--- src/rtl/fetch_mem_arbiter.sv ---
// fetch_mem_arbiter: shares one single-port memory between instruction fetch and the data stage,
// data-priority with a starvation guard for fetch and silent completion of flushed fetches.
module fetch_mem_arbiter #(
   parameter int ADDR_W       = 64,
   parameter int DATA_W       = 64,
   parameter int STARVE_LIMIT = 4
) (
   input  logic              clk,
   input  logic              reset,
   input  logic              if_req,
   input  logic [ADDR_W-1:0] if_addr,
   input  logic              if_flush,
   output logic              if_ack,
   output logic [31:0]       if_instr,
   input  logic              d_req,
   input  logic              d_we,
   input  logic [ADDR_W-1:0] d_addr,
   input  logic [DATA_W-1:0] d_wdata,
   input  logic [7:0]        d_be,
   output logic              d_ack,
   output logic [DATA_W-1:0] d_rdata,
   output logic              mem_req,
   output logic              mem_we,
   output logic [ADDR_W-1:0] mem_addr,
   output logic [DATA_W-1:0] mem_wdata,
   output logic [7:0]        mem_be,
   input  logic [DATA_W-1:0] mem_rdata,
   input  logic              mem_ready
);
   localparam int SW = $clog2(STARVE_LIMIT + 1);
   localparam logic [SW-1:0] LIM = SW'(STARVE_LIMIT);

   typedef enum logic [2:0] {IDLE, BUSY_I, BUSY_D, RESP_I, RESP_D} state_t;

   state_t            state_q, state_d;
   logic [SW-1:0]     streak_q, streak_d;
   logic              killed_q, killed_d;
   logic [ADDR_W-1:0] addr_q, addr_d;
   logic              we_q, we_d;
   logic [DATA_W-1:0] wdata_q, wdata_d;
   logic [7:0]        be_q, be_d;
   logic [DATA_W-1:0] rdata_q, rdata_d;
   logic              busy;

   always_comb begin
      state_d  = state_q;
      streak_d = streak_q;
      killed_d = killed_q;
      addr_d   = addr_q;
      we_d     = we_q;
      wdata_d  = wdata_q;
      be_d     = be_q;
      rdata_d  = rdata_q;
      case (state_q)
         IDLE: begin
            // data wins unless fetch has waited through LIM data grants; streak < LIM here when if_req
            if (d_req && !(if_req && streak_q == LIM)) begin
               state_d  = BUSY_D;
               addr_d   = d_addr;
               we_d     = d_we;
               wdata_d  = d_wdata;
               be_d     = d_be;
               streak_d = if_req ? streak_q + 1'b1 : '0;
            end else if (if_req) begin
               state_d  = BUSY_I;
               addr_d   = if_addr;
               we_d     = 1'b0;
               wdata_d  = '0;
               be_d     = '0;
               streak_d = '0;
            end else begin
               streak_d = '0;
            end
         end
         BUSY_I: begin
            if (if_flush) killed_d = 1'b1;
            if (mem_ready) begin
               rdata_d = mem_rdata;
               state_d = RESP_I;
            end
         end
         BUSY_D: begin
            if (mem_ready) begin
               rdata_d = mem_rdata;
               state_d = RESP_D;
            end
         end
         default: begin
            state_d  = IDLE;
            killed_d = 1'b0;
         end
      endcase
   end

   always_ff @(posedge clk) begin
      if (reset) begin
         state_q  <= IDLE;
         streak_q <= '0;
         killed_q <= 1'b0;
         addr_q   <= '0;
         we_q     <= 1'b0;
         wdata_q  <= '0;
         be_q     <= '0;
         rdata_q  <= '0;
      end else begin
         state_q  <= state_d;
         streak_q <= streak_d;
         killed_q <= killed_d;
         addr_q   <= addr_d;
         we_q     <= we_d;
         wdata_q  <= wdata_d;
         be_q     <= be_d;
         rdata_q  <= rdata_d;
      end
   end

   assign busy      = state_q == BUSY_I || state_q == BUSY_D;
   assign mem_req   = busy;
   assign mem_we    = busy & we_q;
   assign mem_addr  = busy ? addr_q : '0;
   assign mem_wdata = busy ? wdata_q : '0;
   assign mem_be    = busy ? be_q : '0;
   assign if_ack    = state_q == RESP_I && !killed_q && !if_flush;
   assign if_instr  = state_q == RESP_I ? (addr_q[2] ? rdata_q[63:32] : rdata_q[31:0]) : '0;
   assign d_ack     = state_q == RESP_D;
   assign d_rdata   = d_ack && !we_q ? rdata_q : '0;
endmodule

--- config.mk ---
export PLATFORM = sky130hd
export DESIGN_NAME = fetch_mem_arbiter
export DESIGN_NICKNAME = d
export VERILOG_FILES = /design/src/rtl/fetch_mem_arbiter.sv
export SDC_FILE = /design/constraint.sdc
export NUM_CORES = 1
export LEC_CHECK = 0
export ABC_AREA = 1
export BUFFER_PORTS_ARGS = -buffer_cell sky130_fd_sc_hd__buf_4
export CELL_PAD_IN_SITES_DETAIL_PLACEMENT = 1
export CELL_PAD_IN_SITES_GLOBAL_PLACEMENT = 1
export CORE_AREA = 2 2 198 200
export DETAILED_ROUTE_END_ITERATION = 7
export DIE_AREA = 0 0 200 202
export GPL_TIMING_DRIVEN = 0
export PLACE_DENSITY_LB_ADDON = 0.1
export SLEW_MARGIN = 20
export SYNTH_ARGS = -nofsm -noshare
export SYNTH_HDL_FRONTEND = slang
export SYNTH_SLANG_ARGS = --single-unit
--- constraint.sdc ---
create_clock -name clk -period 1.8 [get_ports clk]
set_input_delay 0.18 -clock clk [delete_from_list [all_inputs] [get_ports clk]]
set_output_delay 0.18 -clock clk [all_outputs]
set_load 0.02 [all_outputs]
Word-level counts from Yosys, hierarchy flattened
Index checks and enable logic that the tools add are counted.
{"block": "classes", "bitwise": 2, "muxes": 23, "add_sub_neg": 1, "eq_ne": 9, "reduce_logical": 18}
{"op": "64-bit 2-to-1 mux", "n": 7}
{"op": "32-bit 2-to-1 mux", "n": 2}
{"op": "8-bit 2-to-1 mux", "n": 3}
{"op": "3-bit 2-to-1 mux", "n": 6}
{"op": "3-bit one-hot mux with 3 select lines", "n": 1}
{"op": "3-bit by 2-bit == test with 1-bit output, second input constant", "n": 2}
{"op": "3-bit == test, second input constant", "n": 2}
{"op": "2-bit inequality test, second input constant", "n": 3}
{"op": "2-bit AND reduction", "n": 3}
{"op": "1-bit logical AND", "n": 5}
{"op": "1-bit zero test", "n": 4}
{"op": "2-bit OR reduction", "n": 2}
{"op": "3-bit by 1-bit adder with 3-bit output, second input constant", "n": 1}
{"op": "3-bit by 1-bit == test with 1-bit output, second input constant", "n": 1}
{"op": "3-bit zero test", "n": 1}
{"op": "1-bit 2-to-1 mux", "n": 3}
{"op": "3-bit inequality test, second input constant", "n": 1}
{"op": "3-bit AND reduction", "n": 1}
{"op": "1-bit one-hot mux with 2 select lines", "n": 1}
{"op": "2-bit nonzero test", "n": 1}
{"op": "1-bit AND", "n": 1}
{"op": "1-bit logical OR", "n": 1}
{"op": "1-bit inverter", "n": 1}
{"block": "word_totals", "word_cells": 61, "out_inout_bits": 236, "regBits": 208}

Longest topological paths before layout
Gate-level depths: netlist of the first run.
{"block": "logic_depth", "depth_word": 6, "depth_mapped": 10, "ltp_nobuf": 9}

Worst setup path after synthesis of the first run
Ideal clock, no wire load.
{"block": "synth_path", "path_kind": "register to output", "startpoint": "register state_q[2]", "endpoint": "output d_rdata[10]", "path_buffers": 1, "stages_incl_launch_ff": 6, "setup_slack_ps": -132, "required_ps": 1620, "arrival_ps": 1752, "cell_sequence": "dfxtp_1 inv_2 nor3_1 nand2_1 buf_2 nor2_1"}
{"block": "synth_between", "elab_chain_len": 3}
{"item": "from (decl)", "line_no": "35", "rtl": "state_t state_q, state_d;"}
{"item": "from (signal assigned)", "line_no": "106", "rtl": "state_q <= state_d;"}
{"item": "3-bit == test", "line_no": "125", "rtl": "assign d_ack = state_q == RESP_D;"}
{"item": "named net d_ack", "line_no": "20", "rtl": "output logic d_ack,"}
{"item": "1-bit logical AND", "line_no": "126", "rtl": "assign d_rdata = d_ack && !we_q ? rdata_q : '0;"}
{"item": "64-bit 2-to-1 mux", "line_no": "126"}
{"item": "to (decl)", "line_no": "21", "rtl": "output logic [DATA_W-1:0] d_rdata,"}
The timed path passes the listed nets, and every way through them passes these cells.

Worst setup path after layout of the first run
{"block": "layout_path", "startpoint": "register state_q[1]", "endpoint": "output if_instr[19]"}
{"block": "layout_between", "elab_chain_len": 2}
{"item": "3-bit by 2-bit == test with 1-bit output", "line_no": "124", "rtl": "assign if_instr = state_q == RESP_I ? (addr_q[2] ? rdata_q[63:32] : rdata_q[31:0]) : '0;"}
{"item": "32-bit 2-to-1 mux", "line_no": "124"}
{"item": "to (decl)", "line_no": "14", "rtl": "output logic [31:0] if_instr,"}
No other way between the ends.

==> results of run 1 <==
-- tightest hold or removal path, stage by stage --
cell and delay [ns]:
sky130_fd_sc_hd__buf_4 0.08, sky130_fd_sc_hd__nand2_1 0.04, sky130_fd_sc_hd__nand3_1 0.07, sky130_fd_sc_hd__o211ai_1 0.08, sky130_fd_sc_hd__inv_1 0.06
-- where the power goes --
group	internal, mW	switching (mW)	leakage [nW]
clock	2.81	2.10	0.372
sequential	5.98	0.715	1.71
combinational	4.85	7.68	7.04
-- metrics by stage --
step	util [%]	area, sq um
floorplan	-	10100
global placement	38.0	14600
detailed placement	38.0	14600
CTS	48.6	18600
global route	51.6	19700
finish	51.6	19700
-- worst max path at each step --
stage	startpoint	slack (ns)	depth (start not counted)	endpoint
6_report	state_q[1]	-0.24	8	if_instr[19]
5_1_grt	state_q[1]	-0.32	6	d_rdata[7]
4_1_cts	state_q[2]	-0.27	7	d_rdata[28]
3_5_place_dp	streak_q[0]	-0.30	10	addr_q[29]
3_3_place_gp	state_q[1]	-0.21	6	if_instr[19]
2_1_floorplan	state_q[2]	0.14	5	d_rdata[10]
-- state kept, by name, indices dropped and copies added, names as in the netlist --
name and cells:
addr_q 64, rdata_q 64, wdata_q 64, state_q 3, we_q 1, streak_q 3
be_q 8, killed_q 1
-- layout make-up --
cell class,instances,area [sq um],area share [%]
timing repair buffer,732,6730,34.1
multi-input combinational,946,5310,26.9
sequential,208,4180,21.2
inverter,309,1180,5.98
buffer,110,923,4.68
clock buffer,42,749,3.80
tap,518,648,3.28
clock inverter,3,17.5,0.0887
antenna,5,12.5,0.0634
-- Yosys cell counts --
| cell | number |
|---|---|
| sky130_fd_sc_hd__nand2_2 | 2 |
| sky130_fd_sc_hd__clkbuf_1 | 37 |
| sky130_fd_sc_hd__nand4_1 | 1 |
| sky130_fd_sc_hd__or2_2 | 1 |
| sky130_fd_sc_hd__buf_2 | 51 |
| sky130_fd_sc_hd__nor3b_1 | 1 |
| sky130_fd_sc_hd__a21oi_1 | 143 |
| sky130_fd_sc_hd__nor3_2 | 1 |
| sky130_fd_sc_hd__o21ai_0 | 64 |
| sky130_fd_sc_hd__buf_4 | 21 |
| sky130_fd_sc_hd__buf_1 | 1 |
| sky130_fd_sc_hd__dfxtp_1 | 208 |
| sky130_fd_sc_hd__inv_1 | 298 |
| sky130_fd_sc_hd__ha_1 | 2 |
| sky130_fd_sc_hd__nand2_1 | 352 |
| sky130_fd_sc_hd__o211ai_1 | 64 |
| sky130_fd_sc_hd__nand3_4 | 1 |
| sky130_fd_sc_hd__inv_2 | 11 |
| sky130_fd_sc_hd__nand3_1 | 70 |
| sky130_fd_sc_hd__nor2_2 | 2 |
| sky130_fd_sc_hd__nor2_1 | 202 |
| sky130_fd_sc_hd__nand3_2 | 1 |
| sky130_fd_sc_hd__nor3_1 | 2 |
| sky130_fd_sc_hd__o21ai_1 | 35 |
-- per-layer routing --
layer	GRT usage, %	vias up	part of all wire [%]
met5	0	-	0
met3	6.61	109	7.2
met2	44.0	395	52
li1	-	6334	-
met4	7.86	0	3.3
met1	27.5	6265	38
-- repair_timing --
action                                  4_1_cts  5_1_grt
gates cloned                                  6        5
hold endpoints to repair                    179        0
buffers inserted                             16        5
pin swaps                                     6        9
gates resized for setup                     322      284
endpoints found under the setup margin      334      355
hold buffers                                201        0
-- cell families (layout without fill, tap and decap cells) --
kind of cell	count (synthesis)	in the layout	share of synthesized area, %
other	0	5	0
adder cells (fa/ha/maj)	2	2	0.247
buffers and inverters	419	1196	17.0
AO/OA/AOI/OAI	306	306	16.7
AND/OR/NAND/NOR	636	638	24.9
flip-flops	208	208	41.2
==> summary by stage, run 1 <==
Setup path
On the worst path, the slowest cell contributes a delay of about 0.40 ns. The most frequent cell on the critical path is sky130_fd_sc_hd__buf_12. The buffer and inverter count on the worst path is 6. The kind of cell adding the most delay to the critical path is buffers and inverters.

Walking the worst path, the cells encountered are inv_6 -> nor3_4 -> buf_12 -> buf_12 -> clkbuf_16 -> nand2_2 -> inv_2 -> buf_6. The reg-to-reg setup timing slack is -0.04 ns. Counting cells, the worst reg-to-reg path comes to 10. STA classifies the critical path endpoint as an output port.

The largest driver fanout on the critical path is 7. In this run the critical register-to-register path is captured at addr_q[2]. The arrival time reported for the critical path endpoint is about 1.9 ns. The startpoint of the worst-slack reg-to-reg timing path is streak_q[0].

The slowest library cell on the worst path is sky130_fd_sc_hd__dfxtp_4. The worst setup path is launched from a flip-flop. The worst setup path is of the reg -> out kind. For the worst setup path, the data required time is 1.62 ns.

Synthesis
The synthesized area per cell is 6.44 sq um. The cell area that synthesis handed to floorplanning was about 0.01 sq mm. The part of the Yosys area used for sequential elements is 41.2%. Synthesis produced a netlist whose cell count is around 1600. During synthesis, Yosys emitted a total of 0 warnings. After synthesis, the cell types taking the most area are sky130_fd_sc_hd__dfxtp_1 (41%), sky130_fd_sc_hd__nand2_1 (13%), sky130_fd_sc_hd__inv_1 (11%), sky130_fd_sc_hd__nor2_1 (7.5%), sky130_fd_sc_hd__a21oi_1 (7.1%). Counting distinct cell types in the post-synthesis netlist gives 24.

The share of the synthesized area in the top cell type is 41.2%. The largest area contributor in the synthesized netlist is sky130_fd_sc_hd__dfxtp_1. Synthesis inferred approximately 210 register bits. When the netlist entered floorplanning its net count stood at roughly 1800.

Finish
The top cell types in the final layout, fill and taps aside, are sky130_fd_sc_hd__buf_4 (394), sky130_fd_sc_hd__nand2_1 (324), sky130_fd_sc_hd__inv_1 (268). The fraction of layout instances using a drive strength above 1 is around 37%. The number of fill cells in the layout is 4656. At the end of the flow, the number of nets in the layout was 2605. Excluding fillers, the count of instances in the completed layout stands at about 2900. The library cell used most frequently in the layout, excluding fill and tap cells, is sky130_fd_sc_hd__buf_4.

The relative area change from synthesis to final layout is 95.1%.

Place
Port buffering added 505 buffers. Routability-driven placement finished with a final weighted congestion of roughly 0.83. OpenSTA, run right after detailed placement, puts the worst setup slack at -0.297 ns. Detailed placement finished with a half-perimeter wire length of 35900 microns.

The total placed cells including tap cells is 2594.

STA
Based on the critical path, the design can be clocked at up to roughly 500 MHz. Once routing completed, OpenROAD measured the worst setup slack at -0.241 ns. The minimum clock period after layout is 2.04 ns. The largest clock skew in the final design is roughly 0.0074 ns. The count of endpoints failing setup in the final report is between 200 and 250. The final count of pins violating max slew is 0. Headroom to the max-slew limit came out at around 63%. Of the available clock period, the critical path in the final layout requires 113%.

Setup repair after global routing could not meet its margin everywhere. The slew at the pin closest to its max-slew limit is between 0.5 and 0.6 ns. The number of hold-slack violations in the final timing report is 0. On the final layout, the worst hold slack is approximately 0.014 ns. After routing, the total negative slack on setup checks comes to -38.18 ns.

Status
The final reports fail on setup timing. The run finished, with violations left.

Global route
Global routing used roughly 24% of the available tracks. Entering global routing, the biggest net connects 12 pins. The global-route wire length before repair is around 77000 microns. For this run the aggregate overflow at the end of global routing stands at 0. The initial antenna violation count was 5. The number of global-route vias before repair is roughly 14000.

Drt
The count of nets left with antenna violations after detail routing is 0. The number of remaining DRC errors is 0. Summing over every cut layer, the via total after detailed routing is between 10000 and 15000. After detailed routing, the number of vias per cell comes to approximately 4.6. The detailed-routing iteration count for the pre-antenna-repair pass is 4. In the final routed layout, each cell accounts on average for about 19 microns. The total wire length is roughly 53000 microns. The initial DRC count is approximately 350.

Worst hold path
The worst hold path begins at d_addr[33]. The sink of the worst hold path is addr_q[33]. In this run the worst hold path is classified as in -> reg. Along the worst hold path, the cell count comes to 5.

Pwr
Total power for the finished layout comes to 24.1 mW. For this design the ratio of total power to cell area is approximately 1200 mW/mm^2. VDD sags by at most ~0.00054 V.

The static leakage power is 9.13 nW.

Clock network
The maximum root-to-sink buffer count is 3. The insertion delay to the later sink of the worst-skew pair is ~0.52 ns. In this run, CTS created clock tree buffers numbering 25.

The post-CTS clock slew at the launch and capture registers of the worst setup and hold paths is approximately 0.06 ns. For this design, the sink count on the clock tree is 208. TritonCTS built the clock tree. In this run the clock root is driven by a sky130_fd_sc_hd__clkbuf_16.

The H-tree level count is 1.

Floorplan
The number of core rows is 72. Pin placement for this block handled between 500 and 600 I/O pins. The effective utilization at floorplan is a little over a quarter. The die width is ~200 microns. The floorplan step defined a core boundary enclosing between 0.03 and 0.04 sq mm. The floorplan step defined a die boundary enclosing between 0.04 and 0.05 sq mm.

The die is 202 microns tall.

Job
The number of max-capacitance violations reported is 0.
Note: power is estimated with default switching activity, not from simulation.
==> run 2, diff against run 1 <==
RECOVER_POWER = 100   (was default)
SKIP_CTS_REPAIR_TIMING = 1   (was default)
==> run 2 against run 1 <==
- the run ends with hold timing, setup timing left
- first-iteration DRC count decreased by 8.1%
- worst setup slack worse by 0.021 ns
- cell count shrank 2.6%
- total power is 7.7% lower
- clock power barely moved
- largest power group unchanged
==> summary by stage, run 2 (same netlist as run 1, synthesis figures left out) <==
Drt
The detailed-route wire length per cell came to 17.4 microns (-6.2%). The detailed-routing iteration count for the pre-antenna-repair pass is 4 (unchanged). The count of nets left with antenna violations after detail routing came to 0 (unchanged). The number of remaining DRC errors is 0 (unchanged). The initial DRC count is 319 (-8.1%). The count of vias placed by the detailed router is 12400 (-5.3%). The number of vias per cell is 4.44 (-2.8%). The total wire length is 48600 microns (-8.6%).

Place
The HPWL after detailed placement is 35900 microns (unchanged). The number of I/O port buffers is 505 (unchanged). The weighted congestion at the end of routability-driven global placement is 0.834 (unchanged). The standard cell area after detailed placement is 0.0146 sq mm (unchanged).

Setup path
The data required time at the worst endpoint is 1.62 ns (about the same). The largest driver fanout on the critical path came to 10 (+3). The reg-to-reg setup timing slack came to -0.14 ns (-0.10 ns). The reg-to-reg critical path endpoint is addr_q[29]. The logic depth of the worst register-to-register path is 10 (unchanged). The category of the most critical setup path is reg -> out. The worst setup path is captured at an output port.

The kind of start point of the critical path is a flip-flop. The arrival time reported for the critical path endpoint is 1.88 ns (+0.02 ns). In this run the critical register-to-register path is launched from streak_q[0].

STA
The worst setup margin was -0.263 ns (-0.0212 ns). The number of hold-slack violations in the final timing report is 9 (+9). The minimum clock period after layout is 2.06 ns (+0.0212 ns). The count of endpoints failing setup in the final report came to 272 (+15%). The highest achievable clock rate was 485 MHz (-1.0%).

Setup repair after global routing could not meet its margin everywhere. The worst hold margin is -0.0518 ns (-0.0655 ns). The part of the cycle the worst path needs came to 115% (+1.2 points). The final count of pins violating max slew was 0 (unchanged).

The slew at the pin closest to its max-slew limit is 0.522 ns (-0.0363 ns). The tightest slew margin relative to the limit is 65.2% (+2.4 points). The largest clock skew in the final design is 0.00913 ns (+0.00170 ns). The summed negative setup slack over all endpoints is -43.82 ns (-5.64 ns).

Clock network
The total CTS buffers came to 25 (unchanged). Clock tree synthesis selected as its root buffer the cell sky130_fd_sc_hd__clkbuf_16. The sink count of the clock tree is 208 (unchanged). The insertion delay to the later sink of the worst-skew pair is 0.52 ns (about the same). The post-CTS clock slew at the launch and capture registers of the worst setup and hold paths is 0.06 ns (about the same). The maximum root-to-sink buffer count is 3 (unchanged). The clock tree from TritonCTS is yes. The H-tree level count is 1 (unchanged).

Worst hold path
The cell depth of the worst hold path is 3 (-2). The startpoint of the lowest-slack hold path is mem_rdata[14]. The worst hold path terminates at rdata_q[14]. The path class of the tightest hold or removal check is in -> reg.

Floorplan
The die width is 200 microns (unchanged). The total I/O pin count was 507 (unchanged). The number of core rows was 72 (unchanged). The height of the chip is 202 microns (unchanged). The floorplan die area is 0.0404 sq mm (unchanged). The effective utilization at floorplan came to 26.4% (unchanged). The area of the placeable core is 0.0383 sq mm (unchanged).

Global route
The number of global-route vias before repair was 12100 (-13%). The overall routing resource usage is 21.9% (-2.4 points). The sum of overflow across all layers after global routing is 0 (unchanged). The maximum number of pins on one net before global-route repair is 12 (unchanged). The global-route wire length before repair came to 68600 microns (-10%). The initial antenna violation count is 4 (-1).

Finish
The most common library cell in the layout ignoring fill and taps is sky130_fd_sc_hd__buf_4. The layout net count is 2530 (-2.9%). The storage element area is 0.00418 sq mm (unchanged). The largest registers in the layout are addr_q: 64 flops, rdata_q: 64 flops, wdata_q: 64 flops. Relative to the synthesized area, the layout overhead comes to 74.3%. The fraction of layout instances using a drive strength above 1 is 34.0% (-3.4 points). The multi-input logic area is 0.00462 sq mm (-13%).

The number of fill cells in the layout came to 4856 (+4.3%). The final cell utilization of the core is 46.1% (-5.5 points). The final design instance area without fill is 0.0176 sq mm (-11%).

In the layout the commonest cells are sky130_fd_sc_hd__buf_4 (509), sky130_fd_sc_hd__nand2_1 (326), sky130_fd_sc_hd__inv_1 (273).

Job
The number of max-capacitance violations reported came to 0 (unchanged).

Pwr
The largest vdd supply drop is 0.000523 V (-2.7%). The power dissipated by switching net loads is 9.42 mW (-10%). The portion of total power attributed to combinational logic is 48.1% (-3.8 points).

The share of total power in sequential cells was 30.0% (+2.3 points). The switching share of total power is 42.3% (-1.2 points). The clock group share of total power was 22.0% (+1.6 points).

The power density over the cells is 1260 mW/mm^2 (+3.3%). The static leakage power is 8.53 nW (-6.6%). The cell internal power dissipation came to 12.9 mW (-5.7%).

Status
The flow ran to the end, but the final reports show violations. The checks that failed: hold timing, setup timing.
[run 2: cell types whose count changed in the layout (fill, tap and decap cells not counted), sizes merged]
cell	before	now
diode	5	4
dlygate4sd3	201	139
clkbuf	85	75
nand2	356	355
clkinvlp	2	1
buf	598	596
inv	308	309
[run 2: power groups by stage]
stage	logic, mW	registers, mW	clock network [mW]
finish	10.7	6.67	4.89
global route	11.9	6.84	5.23
CTS	9.39	6.61	5.02
detailed placement	9.35	6.68	0
global placement	9.21	6.63	0
floorplan	5.74	6.51	0
[run 2: worst max-delay path, cell delays in order, from the launching register on]
cell and delay [ns]:
sky130_fd_sc_hd__dfxtp_2 0.37, sky130_fd_sc_hd__inv_4 0.08, sky130_fd_sc_hd__nor3_4 0.17, sky130_fd_sc_hd__buf_4 0.15, sky130_fd_sc_hd__nand2_4 0.09, sky130_fd_sc_hd__buf_6 0.18
sky130_fd_sc_hd__nor2_1 0.14, sky130_fd_sc_hd__buf_4 0.17
[run 2: stage by stage]
stage / std cells / total power, mW / worst slack, ns / hold WS [ns]
3_5_place_dp: 2594 / 16.0 / -0.297 / 0.452
6_report: 2797 / 22.3 / -0.263 / -0.0518
5_1_grt: 2797 / 24.0 / -0.343 / -0.0379
4_1_cts: 2639 / 21.0 / -0.824 / -0.112
2_1_floorplan: 1571 / 12.2 / 0.143 / 0.321
3_3_place_gp: 2594 / 15.8 / -0.206 / 0.446
[run 2: worst max-delay path by stage]
stage | startpoint | endpoint | slack (ns) | cells after the start
3_5_place_dp | streak_q[0] | addr_q[29] | -0.30 | 10
3_3_place_gp | state_q[1] | if_instr[19] | -0.21 | 6
6_report | state_q[2] | d_rdata[5] | -0.26 | 7
5_1_grt | state_q[2] | d_rdata[44] | -0.34 | 7
2_1_floorplan | state_q[2] | d_rdata[10] | 0.14 | 5
4_1_cts | state_q[1] | if_instr[30] | -0.82 | 6
[run 2: layer usage]
metal | routed length (microns) | track usage [%]
met5 | 0 | 0
met1 | 19600 | 25.6
met2 | 24600 | 38.3
met4 | 944 | 6.08
met3 | 3520 | 6.94
[run 2: area by class of cell]
type	count	area share [%]
Antenna cell	4	0.0567
Buffer	110	4.45
Clock buffer	42	4.25
Clock inverter	3	0.0993
Inverter	309	6.68
Multi-Input combinational cell	945	26.2
Sequential cell	208	23.7
Tap cell	518	3.67
Timing Repair Buffer	658	30.9
==> run 3, diff against run 2 <==
CORE_AREA = 2 2 195 197   (was 2 2 198 200)
DIE_AREA = 0 0 197 199   (was 0 0 200 202)
clock period = 2.5 ns   (was 1.8 ns; I/O delays follow)
==> run 3 against run 2 <==
- the flow finishes with violations (hold timing)
- count of clock-buffer cells in the layout decreased by 4
- global-route usage increased by 0.25 points
- total power decreased by 32%
- die area decreased by 3.0%
- via count decreased by 4.0%
- critical path depth decreased by 1
- cell count decreased by 5.0%
- sequential cell count unchanged
- clock power decreased by 22%
- register-to-register slack improved by 0.36 ns
- critical endpoint is now d_rdata[59]
==> summary by stage, run 3 (same netlist as run 1, synthesis figures left out) <==
Setup path
The largest driver fanout on the critical path is 10 (unchanged). The kind of start point of the critical path is a flip-flop. STA classifies the critical path endpoint as an output port. The reg-to-reg setup timing slack is 0.22 ns (+0.36 ns). The logic depth of the worst register-to-register path is 10 (unchanged). The data required time at the worst endpoint is 2.25 ns (+0.63 ns). By startpoint and endpoint, the worst setup path is classified as reg -> out. The last element of the critical path is d_rdata[59]. The timing startpoint of the critical path is state_q[2]. The arrival time reported for the critical path endpoint was 2.16 ns (+0.28 ns).

The reg-to-reg critical path endpoint is addr_q[2]. The startpoint of the worst-slack reg-to-reg timing path is streak_q[0].

Drt
The count of nets left with antenna violations after detail routing was 0 (unchanged). The detailed-routing iteration count for the pre-antenna-repair pass is 4 (unchanged). The detailed-route wire length per cell came to 17.2 microns (-1.1%). The initial DRC count is 326 (+2.2%). The number of remaining DRC errors is 0 (unchanged). The count of vias placed by the detailed router is 11900 (-4.0%).

The number of vias per cell was 4.48 (+1.1%). The total wire length is 45600 microns (-6.1%).

STA
The number of hold-slack violations in the final timing report is 3 (-6). The final critical path takes up between 90% and 100% of the cycle. The largest clock skew in the final design is 0.0101 ns (+0.000979 ns). The slew at the pin closest to its max-slew limit is 0.768 ns (+0.246 ns). The final count of pins violating max slew is 0 (unchanged). The minimum clock period after layout is 2.41 ns.

The highest achievable clock rate is 414 MHz. The tightest slew margin relative to the limit came to 48.8% (-16 points). The count of endpoints failing setup in the final report is 0 (-100%). The worst hold margin is -0.00339 ns (+0.0484 ns). Setup repair after global routing could not meet its margin everywhere.

Pwr
The share of total power in sequential cells was 31.4% (+1.4 points). The portion of total power attributed to combinational logic is 43.5% (-4.6 points). The clock group share of total power is 25.1% (+3.1 points).

The switching share of total power is 41.3% (-1.0 points). The largest vdd supply drop is 0.000409 V (-22%). The power dissipated by switching net loads was 6.27 mW (-33%).

The cell internal power dissipation is 8.91 mW (-31%). The static leakage power came to 7.70 nW (-9.7%). The power density over the cells is 964 mW/mm^2 (-24%).

Floorplan
The number of core rows is 71 (-1.4%). The total I/O pin count is 507 (unchanged). The floorplan die area is 0.0392 sq mm (-3.0%).

The effective utilization at floorplan was 27.2% (+0.82 points). The die width came to 197 microns (-1.5%). The area of the placeable core is 0.0371 sq mm (-3.0%). The height of the chip is 199 microns (-1.5%).

Place
The total placed cells including tap cells is 2550 (-1.7%). The weighted congestion at the end of routability-driven global placement came to 0.829 (-0.62%). The HPWL after detailed placement came to 35700 microns (-0.51%). The number of I/O port buffers is 505 (unchanged).

Clock network
The maximum root-to-sink buffer count is 3 (unchanged). TritonCTS built the clock tree. The H-tree level count is 1 (unchanged). The post-CTS clock slew at the launch and capture registers of the worst setup and hold paths is 0.06 ns (about the same).

The sink count of the clock tree came to 208 (unchanged). The insertion delay to the later sink of the worst-skew pair is 0.52 ns (about the same). The cell chosen for the clock root is sky130_fd_sc_hd__clkbuf_16. The total CTS buffers came to 26 (+4.0%).

Finish
In the layout the commonest cells are sky130_fd_sc_hd__buf_4 (447), sky130_fd_sc_hd__nand2_1 (353), sky130_fd_sc_hd__inv_1 (299). The layout net count was 2434 (-3.8%). The storage element area is 0.00416 sq mm (-0.30%).

In the final layout, the registers with the most flip-flops are addr_q: 64 flops, rdata_q: 64 flops, wdata_q: 64 flops. The final cell utilization of the core was 42.4% (-3.6 points). The relative area change from synthesis to final layout is 55.7%.

The multi-input logic area is 0.00424 sq mm (-8.2%). The number of fill cells in the layout is 4895 (+0.80%). The fraction of layout instances using a drive strength above 1 came to 28.1% (-5.9 points). The most common library cell in the layout ignoring fill and taps is sky130_fd_sc_hd__buf_4. The filler-free cell count of the finished design is 2656 (-5.0%).

Global route
The initial antenna violation count is 3 (-1). The maximum number of pins on one net before global-route repair is 13 (+1). The global-route wire length before repair is 67400 microns (-1.7%).

The number of global-route vias before repair is 12000 (-1.2%). The overall routing resource usage came to 22.2% (+0.25 points). The sum of overflow across all layers after global routing is 0 (unchanged).

Job
The number of max-capacitance violations reported is 0 (unchanged).

Status
The final reports fail on hold timing. The flow ran to the end, but the final reports show violations.

Worst hold path
The worst hold-check path type is in -> reg.
[run 3: power by group through the flow]
stage	sequential, mW	clock, mW	combinational [mW]
after floorplan	4.69	0	4.13
final	4.76	3.81	6.60
after global placement	4.78	0	6.60
after CTS	4.76	3.93	6.74
after global routing	4.88	4.07	7.40
after detailed placement	4.82	0	6.71
[run 3: cell type report]
class,count,area share [%]
Clock buffer,38,4.93
Sequential cell,208,26.4
Buffer,110,3.52
Timing Repair Buffer,562,26.5
Inverter,309,7.36
Multi-Input combinational cell,944,26.9
Tap cell,474,3.76
Clock inverter,8,0.588
Antenna cell,3,0.0476
[run 3: worst min path at each step]
stage / startpoint / end / slack (ns) / cells after the start
5_1_grt: d_wdata[26] / wdata_q[26] / -0.006 / 3
3_5_place_dp: wdata_q[20] / wdata_q[20] / 0.45 / 2
6_report: mem_rdata[20] / rdata_q[20] / -0.003 / 3
4_1_cts: d_wdata[21] / wdata_q[21] / -0.04 / 3
3_3_place_gp: wdata_q[7] / wdata_q[7] / 0.45 / 2
2_1_floorplan: if_req / streak_q[0] / 0.39 / 2
[run 3: per-layer routing]
layer	track usage (%)	vias to the layer above	wire length [microns]
li1	-	5970	-
met1	26.0	5507	18600
met2	39.7	371	22400
met3	5.75	61	3510
met4	6.54	0	1100
met5	0	-	0
[run 3: critical path, stage by stage, from the launching register on]
cell	delay (ns)
sky130_fd_sc_hd__dfxtp_1	0.36
sky130_fd_sc_hd__inv_2	0.08
sky130_fd_sc_hd__nor3_1	0.28
sky130_fd_sc_hd__nand2_2	0.26
sky130_fd_sc_hd__buf_2	0.28
sky130_fd_sc_hd__nor2_1	0.20
sky130_fd_sc_hd__buf_4	0.18
[run 3: metrics by stage]
step | power, mW | setup TNS [ns] | hold slack (ns) | setup WS, ns | area, sq um
6_report | 15.2 | 0 | -0.00339 | 0.0871 | 15800
5_1_grt | 16.4 | -2.04 | -0.00633 | -0.0710 | 15800
4_1_cts | 15.4 | -3.68 | -0.0368 | -0.156 | 15400
3_5_place_dp | 11.5 | 0 | 0.452 | 0.414 | 14500
3_3_place_gp | 11.4 | 0 | 0.448 | 0.438 | 14500
2_1_floorplan | 8.82 | 0 | 0.391 | 0.498 | 10100
